File: src/rtl/noc_crossbar.sv
`default_nettype none
// ============================================================================
// Module      : noc_crossbar
// Description : P x P flit crossbar between the input-port buffers and the
//               output links of a NoC router. Each input presents one flit
//               and a (P-1)-bit one-hot grant naming the output it won. The
//               crossbar steers the flit there and raises that output's
//               write enable. SSA write requests can be OR-ed into the
//               enables, and the outputs can be registered.
// Ports       : clk                   - clock (registered variant only)
//               reset                 - async active-high reset (registered variant only)
//               granted_dest_port_all - per input i, bits [i*(P-1) +: P-1]
//               flit_in_all           - per input i, bits [i*Fw +: Fw]
//               ssa_flit_wr_all       - per output o, SSA write request
//               flit_out_all          - per output o, bits [o*Fw +: Fw]
//               flit_out_we_all       - per output o, flit valid strobe
// Revision    : 1.0 - initial release
// ============================================================================
module noc_crossbar #(
  parameter     TOPOLOGY                  = "MESH",
  parameter int V                         = 4,
  parameter int P                         = 5,
  parameter int Fpay                      = 32,
  parameter     MUX_TYPE                  = "ONE_HOT",
  parameter int ADD_PIPREG_AFTER_CROSSBAR = 0,
  parameter     SSA_EN                    = "YES"
) (
  input  logic                          clk,
  input  logic                          reset,
  input  logic [P*(P-1)-1:0]            granted_dest_port_all,
  input  logic [P*(2+V+Fpay)-1:0]       flit_in_all,
  input  logic [P-1:0]                  ssa_flit_wr_all,
  output logic [P*(2+V+Fpay)-1:0]       flit_out_all,
  output logic [P-1:0]                  flit_out_we_all
);

  localparam int c_fw   = 2 + V + Fpay;
  localparam int c_selw = $clog2(P);

  // Topology has no effect on steering; it is only carried for compatibility.
  logic w_unused_topology;
  assign w_unused_topology = (TOPOLOGY == "MESH");

  logic [P-1:0]      w_g       [P];   // w_g[i][o]: input i drives output o
  logic [c_fw-1:0]   w_flit_in [P];
  logic [c_fw-1:0]   w_mux     [P];
  logic [P-1:0]      w_ssa;
  logic [P-1:0]      w_we;
  logic [P*c_fw-1:0] w_flit_d;

  genvar gi;
  generate
    for (gi = 0; gi < P; gi++) begin : g_unpack
      assign w_flit_in[gi]                 = flit_in_all[gi*c_fw +: c_fw];
      assign w_flit_d[gi*c_fw +: c_fw]     = w_mux[gi];
    end
  endgenerate

  // A grant vector omits the input's own port, so local bit j maps to
  // output j below the input index and to output j+1 at or above it.
  always_comb begin
    for (int i = 0; i < P; i++) begin
      w_g[i] = '0;
      for (int j = 0; j < P-1; j++) begin
        if (j < i) w_g[i][j]   = granted_dest_port_all[i*(P-1)+j];
        else       w_g[i][j+1] = granted_dest_port_all[i*(P-1)+j];
      end
    end
  end

  generate
    if (SSA_EN == "YES") begin : g_ssa_on
      assign w_ssa = ssa_flit_wr_all;
    end else begin : g_ssa_off
      logic w_unused_ssa;
      assign w_unused_ssa = |ssa_flit_wr_all;
      assign w_ssa        = '0;
    end
  endgenerate

  always_comb begin
    for (int o = 0; o < P; o++) begin
      w_we[o] = w_ssa[o];
      for (int i = 0; i < P; i++) w_we[o] = w_we[o] | w_g[i][o];
    end
  end

  generate
    if (MUX_TYPE == "BINARY") begin : g_mux_binary
      logic [c_selw-1:0] w_sel [P];
      logic [P-1:0]      w_hit;
      // Scan from the top so the lowest-index granting input wins a conflict.
      always_comb begin
        for (int o = 0; o < P; o++) begin
          w_sel[o] = '0;
          w_hit[o] = 1'b0;
          for (int i = P-1; i >= 0; i--) begin
            if (w_g[i][o]) begin
              w_sel[o] = c_selw'(i);
              w_hit[o] = 1'b1;
            end
          end
          w_mux[o] = w_hit[o] ? w_flit_in[w_sel[o]] : '0;
        end
      end
    end else begin : g_mux_onehot
      // AND-OR mux: conflicting grants OR their flits together.
      always_comb begin
        for (int o = 0; o < P; o++) begin
          w_mux[o] = '0;
          for (int i = 0; i < P; i++)
            w_mux[o] = w_mux[o] | (w_flit_in[i] & {c_fw{w_g[i][o]}});
        end
      end
    end
  endgenerate

  generate
    if (ADD_PIPREG_AFTER_CROSSBAR != 0) begin : g_out_reg
      logic [P*c_fw-1:0] flit_out_q;
      logic [P-1:0]      we_q;
      always_ff @(posedge clk or posedge reset) begin
        if (reset) begin
          flit_out_q <= '0;
          we_q       <= '0;
        end else begin
          flit_out_q <= w_flit_d;
          we_q       <= w_we;
        end
      end
      assign flit_out_all    = flit_out_q;
      assign flit_out_we_all = we_q;
    end else begin : g_out_comb
      logic w_unused_clkrst;
      assign w_unused_clkrst = clk ^ reset;
      assign flit_out_all    = w_flit_d;
      assign flit_out_we_all = w_we;
    end
  endgenerate

endmodule
`default_nettype wire

File: config.mk
export PLATFORM = sky130hd
export DESIGN_NAME = noc_crossbar
export DESIGN_NICKNAME = d
export VERILOG_FILES = /design/src/rtl/noc_crossbar.sv
export SDC_FILE = /design/constraint.sdc
export NUM_CORES = 1
export LEC_CHECK = 0
export CAP_MARGIN = 0
export CORE_AREA = 4 4 156 158
export DETAILED_ROUTE_END_ITERATION = 8
export DIE_AREA = 0 0 160 162
export PLACE_DENSITY = 0.54
export SETUP_SLACK_MARGIN = 0.3
export SLEW_MARGIN = 20
export SYNTH_ARGS = -nofsm -noshare
export SYNTH_HDL_FRONTEND = slang
export SYNTH_SLANG_ARGS = --single-unit
export TNS_END_PERCENT = 30
File: constraint.sdc
create_clock -name vclk -period 1.9
set_input_delay 0.38 -clock vclk [all_inputs]
set_output_delay 0.38 -clock vclk [all_outputs]
set_load 0.05 [all_outputs]
==> impl_metrics.env <==
export IMPL_status="finished clean"
export IMPL_ys_types=8
export IMPL_drcViolationCount=0
export IMPL_met2_usage=0.4622
export IMPL_drive_gt1_frac=0.3451
export IMPL_cp_end_kind="output pin"
export IMPL_drt_first_pass_iters=8
export IMPL_ys_seq_area_frac=0
export IMPL_fin_util=0.4902
export IMPL_synthTopCellsByArea="a22oi_1 (65%), nand2_1 (17%), buf_6 (6.9%)"
export IMPL_initial_core_util=0.1848
export IMPL_antenna_found_initial=4
export IMPL_via_per_inst=5.973
export IMPL_setup_viol_count_final=0
export IMPL_worstHoldPathType="in2out"
export IMPL_syn2layout_area_growth_pct=165.2
export IMPL_critPathLaunchType="primary input"
export IMPL_gp_congestion=0.9212
export IMPL_slew_limit_headroom=0.7793
export IMPL_die_w_microns=160
export IMPL_synth_commonest_cells="a22oi_1 (370), nand2_1 (195), buf_2 (41)"
export IMPL_fmax_mhz=588.6
export IMPL_wl_per_cell_microns=29.68
export IMPL_numPortBuffers=410
export IMPL_gr_total_overflow=0
export IMPL_grtUsageTotal=0.2716
export IMPL_use_met3=0.07536
export IMPL_clock_buffers=0
export IMPL_tns_ns=0
export IMPL_synth_cells=665
export IMPL_syn_area_sq_um=4274
export IMPL_grt_max_degree=40
export IMPL_synth_area_per_cell_sq_um=6.427
export IMPL_fin_nets=1271
export IMPL_ios=412
export IMPL_required_ns=1.52
export IMPL_synth_most_common_cell="a22oi_1"
export IMPL_grtUsageMet1=0.3337
export IMPL_finalCritPeriodShare=0.8942
export IMPL_finalMaxSlewViolations=0
export IMPL_rsz0062_at_grt="yes"
export IMPL_power_total_w=0.004951
export IMPL_cp_max_fo=4
export IMPL_core_region_area_sq_um=23120
export IMPL_cp_slowest_stage_delay_ns=0.46
export IMPL_tightest_slew_ns=0.3310
export IMPL_yosys_warnings=0
export IMPL_power_density_nw_per_um2=436.8
export IMPL_peakVddDrop_mv=0.2184
export IMPL_period_minus_slack_ns=1.699
export IMPL_die_area_sq_um=25920
export IMPL_regArea_sq_um=0
export IMPL_yosysTopAreaCellShare=0.6499
export IMPL_die_h_microns=162
export IMPL_drt_iter0_drc=927
export IMPL_nFlopsAndLatches=0
export IMPL_critical_path_class="in2out"
export IMPL_syn_nets=882
export IMPL_dr_total_vias=8039
export IMPL_final_hold_viol_count=0
export IMPL_dp_cells=1325
export IMPL_crit_arrival_ns=1.32
export IMPL_grt_pass1_wl_mm=54.34
export IMPL_grt_pass1_vias=7966
export IMPL_critical_path_top_delay_family="buffers and inverters"
export IMPL_post_cts_buffers=0
export IMPL_path_cells="clkdlybuf4s50_1 > a22oi_1 > nand2_1 > buf_12"
export IMPL_drv_cap=0
export IMPL_cp_slowest_cell="clkdlybuf4s50_1"
export IMPL_dp_final_hpwl_mm=25.31
export IMPL_path_buf_inv=2
export IMPL_final_cells=1346
export IMPL_ant_nets=0
export IMPL_p_leak_nw=5.431
export IMPL_gr_max_usage_layer="met2"
export IMPL_yosys_area_top_type="a22oi_1"
export IMPL_finalWirelength_mm=39.94
export IMPL_rows=56
[what timing repair did]
action,CTS,global route
cloned,10,7
hold buffers,0,0
pin swaps,67,30
resized for setup,193,127
endpoints found under the setup margin,193,173
[kinds of logic after synthesis]
logic type	share of synthesized area
AOI/OAI and AO/OA	0.6792
and+or+nand+nor	0.1815
buffers and inverters	0.1393
[cell usage in the layout, fill, tap and decap left out, drive strengths merged]
cell type / n
dlymetal6s2s: 50
buf: 267
diode: 4
clkbuf: 4
clkdlybuf4s50: 7
dlygate4sd2: 138
nor2: 5
a22oi: 380
bufbuf: 1
nand2: 195
nor3: 5
[layer usage]
layer  vias up  wire, microns
met5         -              7
met4         2           1283
met3        78           4183
met2       566          19230
met1      3917          15240
li1       3476              -
[metrics by stage]
step	hold slack, ns	worst slack (ns)	instance area, sq um
2_1_floorplan	1.113	0.4045	4274
3_3_place_gp	1.355	0.04464	10450
3_5_place_dp	1.352	0.03288	10450
4_1_cts	1.273	0.1865	10750
5_1_grt	1.261	0.1488	11330
6_report	1.221	0.2011	11330
[report_power, final]
group | internal (W) | switching, W
clock | 0.000000000282 | 0
sequential | 0 | 0
combinational | 0.00219 | 0.00277
[worst paths after layout]
path | start | end | cells past startpoint
min | flit_in_all[69] | flit_out_all[183] | 4
max | flit_in_all[82] | flit_out_all[158] | 4
[tightest hold or removal path, delay by kind of cell]
family	cells	cell delay, ns
AOI/OAI and AO/OA	1	0.08
and+or+nand+nor	1	0.08
buffers and inverters	2	0.29
[area by class of cell]
class	count	area, sq um
diodes	4	10.01
repair buffers	467	6918
well taps	290	362.8
multi-input cells	585	4044
fillers	2222	11790
(Power assumes the default switching activity.)
